## src/rtl/uart_rx_framer.sv

```systemverilog
// UART receiver: 8 data bits LSB-first, optional even parity, one stop bit.
// Delivers each byte through a one-deep valid/ready holding register with error flags.
module uart_rx_framer #(
    parameter int DIV_WIDTH = 16
) (
    input  logic                 clk,
    input  logic                 nreset,
    input  logic                 io_rx,
    input  logic [DIV_WIDTH-1:0] io_divisor,
    input  logic                 io_parity_en,
    output logic                 io_data_valid,
    input  logic                 io_data_ready,
    output logic [7:0]           io_data_payload,
    output logic                 io_data_parity_error,
    output logic                 io_data_frame_error,
    output logic                 io_overrun
);

    typedef enum logic [2:0] {WAIT_IDLE, IDLE, START, DATA, PARITY, STOP} state_t;

    state_t               state, state_nxt;
    logic                 rx_m, rx_s;
    logic [1:0]           sync_fill;
    logic [DIV_WIDTH-1:0] div_eff, div_lat, cnt;
    logic                 par_en_lat;
    logic [2:0]           idx;
    logic [7:0]           shreg;
    logic                 perr;
    logic                 expire;
    logic                 start_det, data_smp, par_smp, stop_smp, load;

    // The flops reset high, so their first two outputs after reset are not real
    // line samples; sync_fill marks when the synchronizer holds genuine data.
    always_ff @(posedge clk or negedge nreset) begin
        if (!nreset) begin
            rx_m      <= 1'b1;
            rx_s      <= 1'b1;
            sync_fill <= 2'b00;
        end else begin
            rx_m      <= io_rx;
            rx_s      <= rx_m;
            sync_fill <= {sync_fill[0], 1'b1};
        end
    end

    assign div_eff = (io_divisor < DIV_WIDTH'(2)) ? DIV_WIDTH'(2) : io_divisor;
    assign expire  = (cnt == '0);

    always_ff @(posedge clk or negedge nreset) begin
        if (!nreset) state <= WAIT_IDLE;
        else         state <= state_nxt;
    end

    always_comb begin
        state_nxt = state;
        case (state)
            WAIT_IDLE: if (rx_s && sync_fill[1]) state_nxt = IDLE;
            IDLE:      if (!rx_s) state_nxt = START;
            START:     if (expire) state_nxt = rx_s ? IDLE : DATA;
            DATA:      if (expire && idx == 3'd7) state_nxt = par_en_lat ? PARITY : STOP;
            PARITY:    if (expire) state_nxt = STOP;
            STOP:      if (expire) state_nxt = rx_s ? IDLE : WAIT_IDLE;
            default:   state_nxt = WAIT_IDLE;
        endcase
    end

    always_comb begin
        start_det = 1'b0;
        data_smp  = 1'b0;
        par_smp   = 1'b0;
        stop_smp  = 1'b0;
        case (state)
            IDLE:    start_det = !rx_s;
            DATA:    data_smp  = expire;
            PARITY:  par_smp   = expire;
            STOP:    stop_smp  = expire;
            default: ;
        endcase
    end

    always_ff @(posedge clk or negedge nreset) begin
        if (!nreset) begin
            div_lat    <= '0;
            par_en_lat <= 1'b0;
            cnt        <= '0;
            idx        <= '0;
            shreg      <= '0;
            perr       <= 1'b0;
        end else begin
            if (start_det) begin
                div_lat    <= div_eff;
                par_en_lat <= io_parity_en;
                cnt        <= div_eff >> 1;
                idx        <= '0;
                perr       <= 1'b0;
            end else if (state inside {START, DATA, PARITY, STOP}) begin
                cnt <= expire ? div_lat : cnt - 1'b1;
            end
            if (data_smp) begin
                shreg[idx] <= rx_s;
                idx        <= idx + 1'b1;
            end
            if (par_smp) perr <= rx_s ^ (^shreg);
        end
    end

    // A byte being consumed this cycle frees the register for the completing one.
    assign load = stop_smp && (!io_data_valid || io_data_ready);

    always_ff @(posedge clk or negedge nreset) begin
        if (!nreset) begin
            io_data_valid        <= 1'b0;
            io_data_payload      <= '0;
            io_data_parity_error <= 1'b0;
            io_data_frame_error  <= 1'b0;
            io_overrun           <= 1'b0;
        end else begin
            io_overrun <= stop_smp && io_data_valid && !io_data_ready;
            if (load) begin
                io_data_valid        <= 1'b1;
                io_data_payload      <= shreg;
                io_data_parity_error <= perr;
                io_data_frame_error  <= !rx_s;
            end else if (io_data_valid && io_data_ready) begin
                io_data_valid <= 1'b0;
            end
        end
    end

endmodule

```

## config.mk

```make
export PLATFORM = sky130hd
export DESIGN_NAME = uart_rx_framer
export DESIGN_NICKNAME = d
export VERILOG_FILES = /design/src/rtl/uart_rx_framer.sv
export SDC_FILE = /design/constraint.sdc
export NUM_CORES = 1
export LEC_CHECK = 0
export CAP_MARGIN = 0
export CELL_PAD_IN_SITES_DETAIL_PLACEMENT = 0
export CELL_PAD_IN_SITES_GLOBAL_PLACEMENT = 2
export CORE_UTILIZATION = 36
export DETAILED_ROUTE_END_ITERATION = 8
export GPL_TIMING_DRIVEN = 0
export PLACE_DENSITY = 0.79
export REMOVE_ABC_BUFFERS = 1
export SYNTH_ARGS = -nofsm -noshare
export SYNTH_HDL_FRONTEND = slang
export SYNTH_SLANG_ARGS = --single-unit
```

## constraint.sdc

```tcl
create_clock -name clk -period 2.7 [get_ports clk]
set_input_delay 0.54 -clock clk [delete_from_list [all_inputs] [get_ports clk]]
set_output_delay 0.54 -clock clk [all_outputs]
set_load 0.01 [all_outputs]
```

; Yosys cells after proc, flatten, opt, wreduce, memory -nomap -nowiden
; Cells that the tools add are included.
[classes]
addsub = 2
magnitude_cmp = 3
n_eq_ne = 12
mux = 27
bitwise = 1
reduce_logical = 20
[op_table]
columns = op, n
row1 = $mux 16, 4
row2 = $mux 3, 8
row3 = $pmux 3 s6, 1
row4 = $logic_not 16->1, 1
row5 = $lt 16x2->1 const B, 1
row6 = $sub 16x1->16 const B, 1
row7 = $ne 2x2->1 const B, 6
row8 = $mux 1, 11
row9 = $eq 3x3->1 const B, 3
row10 = $bwmux 8, 1
row11 = $reduce_bool 2->1, 4
row12 = $reduce_xor 8->1, 1
row13 = $logic_and 1x1->1, 7
row14 = $eq 3x2->1 const B, 2
row15 = $reduce_and 6->1, 1
row16 = $lt 3x4->1 const B, 1
row17 = $reduce_bool 4->1, 1
row18 = $add 3x1->3 const B, 1
row19 = $demux 1 s3, 1
row20 = $eq 3x1->1 const B, 1
row21 = $ge 3x1->1 const B, 1
row22 = $logic_not 1->1, 3
row23 = $logic_not 3->1, 1
row24 = $mux 2, 1
row25 = other kinds (2), 2
[word_totals]
reg_bits = 64
in_bits = 21
out_inout_bits = 12
word_cells = 80

; Logic depth before layout (Yosys ltp)
; Gate-level depths: netlist of run 1.
[logic_depth]
word_depth = 5
ltp_mapped = 9
mapped_depth_nobuf = 7

; Worst setup path before layout of run 1
; Ideal clock, no wire load.
[synth_path]
path_kind = reg2reg
startpoint = register cnt[2]
endpoint = register shreg[4]
setup_ns = 0.125
arrival_time_ns = 1.963
required_time_ns = 2.575
slack_ns = 0.612
path_stages_with_launch = 8
path_buffers = 2
synth_period_minus_slack_ns = 2.088
path_cell_list = dfrtp_1 > clkbuf_1 > nor4b_4 > and4_1 > buf_4 > nand2_1 > nor4_1 > mux2_2
[synth_between]
elab_chain_len = 2
[synth_rtl]
columns = element, line
row1 = "start, declared", 24  ; logic [DIV_WIDTH-1:0] div_eff, div_lat, cnt;
row2 = "start signal, assigned", 93  ; cnt <= div_eff >> 1;
row3 = "start signal, assigned", 97  ; cnt <= expire ? div_lat : cnt - 1'b1;
row4 = $logic_not 16->1, 47  ; assign expire = (cnt == '0);
row5 = $mux 1, 72  ; case (state)
row6 = "end signal, assigned by index", 100  ; shreg[idx] <= rx_s;
row7 = "end, declared", 27  ; logic [7:0] shreg;
; No other way between the ends.
; A chain may end at the register's enable or synchronous reset.

; Worst setup path in the final report of run 1
[layout_path]
startpoint = register cnt[0]
endpoint = register shreg[0]
; The elaborated chain is that of the path after synthesis.

==> flow_summary.toml, run 1 <==
[sta]
rsz0062_at_grt = "no"
relSlewSlack_pct = 18.1
hold_viol_final = 0
setup_viol = 0
fin_crit_ps = 2490
clock_skew_ps = 9.72
fmax_ghz = 0.401
timing.final.crit_share_pct = 92.4
setup_ws_ps = 206
tightest_slew_ps = 1220
final_max_slew_viol_count = 0

[cts]
insertion_delay_ps = 350
cts_made_buffers = 9
clockBufferDepth = 2
postCtsHoldBufs = 0
cts_tree = "yes"
cts_root_buf = "clkbuf_8"
cts.htree.levels = 3
clkSlewWorstSetupHoldPaths_ps = 70
cts_sinks = 64

[floorplan]
die_w_um = 97.1
coreArea_mm2 = 0.00872
ios = 33
num_rows = 34
die_area_mm2 = 0.00942
start_util_pct = 37.3
fp.dieH_um = 97.1

[worst_setup_path]
worstSetupPathType = "reg2reg"
critical_path.cell_chain = "inv_1 -> ha_1 -> nor4b_4 -> and4_2 -> nand2_1 -> nor3b_1 -> mux2_2"
required_ps = 2930
slowest_stage = "dfrtp_1"
crit_path_max_incr_delay_ps = 430
cp.arrival_ps = 2730
crit_path_end_kind = "register"
path_max_fanout = 8
cp-start-kind = "register"

[power_and_ir_drop]
ir_drop_v = 0.000337
pwr-share-seq_pct = 47.9
combPwrFrac_pct = 17.9
power_density_mw_per_mm2 = 771
intPower_mw = 2.08
clockPowerShare_pct = 34.2
report.power.total_mw = 3.05
p_leak_nw = 1.70
switching_share_pct = 31.7
p_sw_uw = 966

[placed_design]
place.gp.congestion = 0.747
dp_slack_ps = -385
place_hpwl_mm = 5.12
portBuffers = 32

[global_routing]
antenna_found_initial = 0
track_usage_pct = 17.8
grt_first_pass_wirelength_mm = 13.2
grt_max_degree = 65
grt_pass1_vias = 2562
grt_overflow_total = 0

[drt]
wl_mm = 7.72
viasPerCell = 5.34
drt-wirelength-per-cell_um = 16.1
ant_nets = 0
met2WireLength_mm = 3.39
drtIter0Drc = 185
met1Wirelength_mm = 3.94
drt-pass1-iter-count = 5
dr_wl_met3_um = 254
dr.max_layer_used = "met4"
drc = 0
num_vias = 2553

[logic_synthesis]
synth-main-ff-cell = "dfrtp_1"
post-synth-top-area-cell = "dfrtp_1"
ys_async_sr_fraction_pct = 100
synth_top_area_share_pct = 47.7
syn_area_per_cell_um2 = 9.69
synth_area_mm2 = 0.00325
syn_inst = 336
yosysMostFrequentCell = "nand2_1"
post_synth_num_cell_types = 50
synthTopCellsByArea = "dfrtp_1, nand2_1, mux2_2"
synth_edf_count = 0
ys_seq_area_share_pct = 49.3
synthTopCellsByCount = "nand2_1, dfrtp_1, nor2_1"
synth_seq_cells = 64
ys_warn_count = 0

[layout]
drive_above_1_share_pct = 13.5
diodes = 0
fillers = 834
syn_to_final_growth_pct = 21.5
fin_nets = 390

[run]
cap_viol_max_count = 0

[run_status]
status = "complete, no violations"

[hold_path]
hp-class = "in2async"
state kept, by name (all words and copies together), names as in the netlist, 2 cells and up:
signal           cells
cnt                 16
shreg                8
idx                  3
sync_fill            2
div_lat             16
io_data_payload      8
state                3
metrics by stage:
stage	TNS, ps	cells	util [%]	cell area (µm²)	hold slack, ps
final	0	478	45.4	3960	276
after CTS	0	477	45.1	3930	326
after global placement	-97880	457	41.6	3630	332
after floorplan	0	317	-	3180	244
after detailed placement	-7260	458	41.9	3650	336
after global routing	0	478	45.4	3960	346
what timing repair did:
| item | CTS | global route |
|---|---|---|
| setup buffers | 3 | 1 |
| endpoints found under the setup margin | 29 | 15 |
| cloned | 0 | 0 |
| gates resized for setup | 1 | 3 |
| pin swaps | 1 | 1 |
path summary, 6_finish.rpt:
kind                              start           end  slack, ps  cells after the start
max                              cnt[0]      shreg[0]        210                      7
min                              nreset    div_lat[2]        280                      1
max reg2reg                      cnt[0]      shreg[0]        210                      7
min reg2reg                sync_fill[0]  sync_fill[1]        350                      0
max in group asynchronous        nreset      state[1]       1880                      1
min in group clk           sync_fill[0]  sync_fill[1]        350                      0
final cells by class:
| type | instances | area (µm²) | share of cell area (%) |
|---|---|---|---|
| multi-input combinational | 249 | 1590 | 40.1 |
| clock buffer | 10 | 138 | 3.48 |
| clock inverter | 6 | 115 | 2.91 |
| tap | 108 | 135 | 3.42 |
| timing repair buffer | 37 | 363 | 9.17 |
| inverter | 4 | 15.0 | 0.380 |
| sequential | 64 | 1600 | 40.6 |
worst max-delay path: cells and delay by family (launching register included):
kind          cells  cell delay [ps]
fa+ha+maj         1              160
buf+inv           1              120
flops             1              430
simple gates      4             1290
mux               1              370
cell usage in the layout (no fill, tap or decap), types with 3 or more instances in the layout:
cell type,n
nor3_1,11
buf_4,5
clkbuf_8,10
bufinv_16,3
nand3_1,15
xor2_1,5
nand4_1,7
nand2_1,64
nor4_1,4
nor2_1,22
mux2_2,16
clkdlybuf4s50_1,31
a21oi_1,15
xnor2_1,10
nor3b_1,4
dfrtp_1,62
nor2b_1,3
ha_1,4
o311ai_0,4
inv_1,4
a21o_1,4
o21ai_0,18
a31oi_1,5
per-layer routing:
| layer | global-route usage, % | vias to the layer above |
|---|---|---|
| li1 | - | 1252 |
| met1 | 24.8 | 1240 |
| met2 | 27.6 | 50 |
| met3 | 3.02 | 11 |
| met4 | 7.23 | 0 |
| met5 | 0 | - |
cell families after synthesis:
| group | synth area share (%) |
|---|---|
| adder cells (fa/ha/maj) | 1.54 |
| buffers and inverters | 2.88 |
| other | 0.115 |
| multiplexers | 6.31 |
| XOR/XNOR | 4.31 |
| AO/OA/AOI/OAI | 12.4 |
| AND/OR/NAND/NOR | 23.2 |
| flip-flops | 49.3 |
power groups by stage:
stage               clock network (mW)  logic (mW)  registers [mW]
detailed placement                   0       0.542            1.46
global placement                     0       0.528            1.46
finish                            1.04       0.545            1.46
CTS                               1.06       0.546            1.45
global route                      1.10       0.627            1.49
floorplan                            0       0.412            1.39
(Power assumes the default switching activity.)
==> inputs of run 2 (changes only) <==
--- a/config.mk
+++ b/config.mk
@@ -11,7 +11,7 @@
 export CORE_UTILIZATION = 36
 export DETAILED_ROUTE_END_ITERATION = 8
 export GPL_TIMING_DRIVEN = 0
-export PLACE_DENSITY = 0.79
+export PLACE_DENSITY = 0.87
 export REMOVE_ABC_BUFFERS = 1
 export SYNTH_ARGS = -nofsm -noshare
 export SYNTH_HDL_FRONTEND = slang
==> flow_summary.toml, run 2 (same netlist as run 1, synthesis figures left out) <==
[run_status]
status = "complete, no violations"

[power_and_ir_drop]
combPwrFrac_pct = 19.1
p_leak_nw = 1.67
power_density_mw_per_mm2 = 731
intPower_mw = 1.87
ir_drop_v = 0.000268
switching_share_pct = 34.3
pwr-share-seq_pct = 51.1
p_sw_uw = 977
clockPowerShare_pct = 29.8

[global_routing]
track_usage_pct = 16.6
grt_overflow_total = 0
grt_max_degree = 65
grt_first_pass_wirelength_mm = 12.5
antenna_found_initial = 0
grt_pass1_vias = 2485

[placed_design]
portBuffers = 32
dp_cells = 458
place.gp.congestion = 0.752
place_hpwl_mm = 4.84

[worst_setup_path]
worstSetupPathType = "reg2reg"
reg2reg_slack_ps = 190
crit_path_end_kind = "register"
required_ps = 2880
path_max_fanout = 12
cp.arrival_ps = 2690
cp-start-kind = "register"

[drt]
dr_wl_met3_um = 249
drt-wirelength-per-cell_um = 15.4
met2WireLength_mm = 3.31
drc = 0
viasPerCell = 5.42
met1Wirelength_mm = 3.73
num_vias = 2595
dr.max_layer_used = "met4"
wl_mm = 7.40
drtIter0Drc = 146
drt-pass1-iter-count = 4
ant_nets = 0

[floorplan]
start_util_pct = 37.3
fp.dieH_um = 97.1
die_w_um = 97.1
die_area_mm2 = 0.00942
ios = 33
num_rows = 34
coreArea_mm2 = 0.00872

[sta]
tightest_slew_ps = 1130
hold_viol_final = 0
final_max_slew_viol_count = 0
clock_skew_ps = 8.98
fmax_ghz = 0.398
relSlewSlack_pct = 24.3
rsz0062_at_grt = "no"
fin_crit_ps = 2510
setup_viol = 0
timing.final.crit_share_pct = 93.0

[cts]
clockBufferDepth = 2
cts_sinks = 64
cts_root_buf = "clkbuf_8"
postCtsHoldBufs = 0
cts_made_buffers = 9
cts_tree = "yes"
cts.htree.levels = 3
insertion_delay_ps = 340
clkSlewWorstSetupHoldPaths_ps = 80

[run]
cap_viol_max_count = 0

[hold_path]
hp-class = "in2async"

[layout]
mostFrequentLayoutCells = "nand2_1, dfrtp_1, clkdlybuf4s50_1"
diodes = 0
final_common_cell = "nand2_1"
stdcell_count = 479
seq_area_mm2 = 0.00160
syn_to_final_growth_pct = 19.9
drive_above_1_share_pct = 13.5
final_util_pct = 44.7
fillers = 850
fin_nets = 391
reg_top3 = "cnt (16), div_lat (16)"
multi_input_area_mm2 = 0.00158
-- run 2: cell count changes in the layout (fill, tap and decap cells not counted), sizes merged --
cell,previous run,this run
buf,6,7
clkbuf,10,9
inv,5,6
clkinvlp,1,3
bufinv,3,1
-- run 2: power by group through the flow --
stage               registers, mW  logic [mW]  clock network, mW
detailed placement           1.46       0.541                  0
global route                 1.49       0.628              0.908
floorplan                    1.39       0.412                  0
CTS                          1.45       0.546              0.873
finish                       1.46       0.545              0.848
global placement             1.45       0.525                  0
-- run 2: path summary, 6_finish.rpt --
kind | from | cells past startpoint | endpoint
hold reg to reg | sync_fill[0] | 0 | sync_fill[1]
setup / recovery | state[1] | 5 | cnt[13]
hold / removal | nreset | 1 | div_lat[2]
max in group asynchronous | nreset | 1 | idx[2]
setup reg to reg | state[1] | 5 | cnt[13]
min in group clk | sync_fill[0] | 0 | sync_fill[1]
-- run 2: cell type report --
class	instances	share of cell area, %
Sequential cell	64	41.1
Clock buffer	9	3.18
Timing Repair Buffer	38	9.40
Clock inverter	7	2.02
Inverter	4	0.385
Tap cell	108	3.46
Multi-Input combinational cell	249	40.4
-- run 2: repair_timing --
item,in CTS,in global routing
setup buffers,4,1
gates resized for setup,1,2
pin swaps,1,1
setup endpoints to repair,29,14
-- run 2: worst max-delay path, cell delays in order, from the launching register on --
cell and delay (ps):
dfrtp_1 590, xor2_1 750, nor2_1 450, a22o_1 300, a31oi_1 160, o31ai_1 100
-- run 2: layer usage --
metal / up-vias / global-route usage, %
met3: 10 / 2.81
li1: 1259 / -
met5: - / 0
met1: 1271 / 23.9
met4: 0 / 6.20
met2: 55 / 25.0
-- run 2: through the flow --
step | TNS (ps) | area, µm² | hold slack [ps] | setup WS (ps) | total power, mW
after global routing | 0 | 3900 | 355 | 54.5 | 3.03
final | 0 | 3900 | 276 | 190 | 2.85
after global placement | -87570 | 3630 | 335 | -1270 | 1.98
after floorplan | 0 | 3180 | 244 | 75.1 | 1.80
after detailed placement | -5140 | 3650 | 337 | -306 | 2.00
after CTS | 0 | 3890 | 325 | 63.7 | 2.86
==> variant: new RTL, config.mk and constraints of run 1 <==
Change the parameter `DIV_WIDTH` from 16 to 14.
--- a/src/rtl/uart_rx_framer.sv
+++ b/src/rtl/uart_rx_framer.sv
@@ -3,3 +3,3 @@
 module uart_rx_framer #(
-    parameter int DIV_WIDTH = 16
+    parameter int DIV_WIDTH = 14
 ) (
Ports: changed (resized io_divisor); port bits go from 33 to 31. The function was not compared with the original's and may differ.
==> variant against run 1 <==
Critical path depth down 2. Area after synthesis shrank 5.8%. Final area fell by 5.7%. Worst setup slack lost 0.11 ns. Total power decreased by 9.5%. Global-route usage grew 0.74 points. First-iteration DRC count down 51%. Wire length down 4.1%. Sequential power fell by 10%. Sequential cell count fell by 4.
==> variant: results (changes against run 1) <==
synth:
  synth.area.top_cells: "dfrtp_1 (47%), nand2_1 (8.2%), mux2_2 (4.8%)"  # was dfrtp_1 (48%), nand2_1 (7.4%), mux2_2 (5.5%)
  netlist_top_cells_count: "nand2_1 (67), dfrtp_1 (58), o21ai_0 (22), nor2_1 (15), mux2_2 (13)"  # was nand2_1 (64), dfrtp_1 (62), nor2_1 (22), o21ai_0 (18), mux2_2 (16)
  synth_adder_area_share: 0.0163  # was 0.0154
  synth_compound_gate_area_share: 0.123  # was 0.124
  synth-seq-cells: 60  # was 64
  synth_seq_area_share: 0.490  # was 0.493
  syn_inst: 322  # was 336
  synthMuxAreaShare: 0.0694  # was 0.0631
cells_and_area:
  multi_input_area_share: 0.400  # was 0.401
  reg.largest.list: "cnt (14), div_lat (14)"  # was cnt (16), div_lat (16)
  n_all_buffers: 41  # was 37
  sh_seq_area: 0.403  # was 0.406
  nets: 378  # was 390
floorplan:
  core_area_mm2: 0.00822  # was 0.00872 mm2
global_route:
  gr-usage-met1: 0.275  # was 0.248
  grt_util_met2: 0.262  # was 0.276
  grt_pass1_wl_mm: 12.4  # was 13.2 mm
  grtUsageMet3: 0.0307  # was 0.0302
routing:
  drt-wirelength-per-cell_um: 15.9  # was 16.1 um
  dr.first_iter.drc_count: 90  # was 185
placed_design:
  place.gp.congestion: 0.769  # was 0.747
  port_buffers: 30  # was 32
  dp_hpwl_mm: 4.65  # was 5.12 mm
  dp_cells: 438  # was 458
outcome:
  status: "complete, no violations"  # unchanged
power_and_ir_drop:
  p_leak_nw: 1.60  # was 1.70 nW
==> variant: power by group through the flow <==
stage               Sequential [mW]  Combinational, mW  Clock [mW]
finish                         1.31              0.608       0.838
global route                   1.35              0.699       0.890
CTS                            1.31              0.548       0.855
detailed placement             1.32              0.530           0
global placement               1.32              0.514           0
floorplan                      1.26              0.404           0
==> variant: metrics by stage <==
step	worst slack (ns)	hold WS, ns
global route	0.00514	0.340
CTS	0.0313	0.310
finish	0.0975	0.272
global placement	-0.998	0.331
detailed placement	-0.296	0.336
floorplan	0.157	0.244
==> variant: worst paths after layout <==
check / from / end / slack (ns) / cells after the start
max reg2reg: cnt[8]$_DFFE_PN0P_ / shreg[5]$_DFFE_PN0P_ / 0.1 / 5
min: nreset / state[2]$_DFFE_PN0P_ / 0.27 / 1
min in group clk: sync_fill[0]$_DFF_PN0_ / sync_fill[1]$_DFF_PN0_ / 0.34 / 0
max in group asynchronous: nreset / cnt[11]$_DFFE_PN0P_ / 1.90 / 1
max: cnt[8]$_DFFE_PN0P_ / shreg[5]$_DFFE_PN0P_ / 0.1 / 5
min reg2reg: sync_fill[0]$_DFF_PN0_ / sync_fill[1]$_DFF_PN0_ / 0.34 / 0
==> variant: layer usage <==
layer	vias to the layer above	wire [um]
met2	48	3130
met5	-	0
met1	1177	3870
li1	1208	-
met3	10	264
met4	0	139
==> variant: cell families (layout without fill, tap and decap cells) <==
kind of cell / Yosys count / after routing
buf+inv: 24 / 60
other cells: 1 / 1
fa+ha+maj: 4 / 4
mux: 19 / 19
simple gates: 140 / 141
compound gates: 62 / 62
xor+xnor: 12 / 12
flops: 60 / 60
==> variant: timing repair <==
item	CTS	global route
buffers inserted	3	7
gates resized for setup	2	2
gates cloned	1	0
endpoints found under the setup margin	18	4
pin swaps	4	2
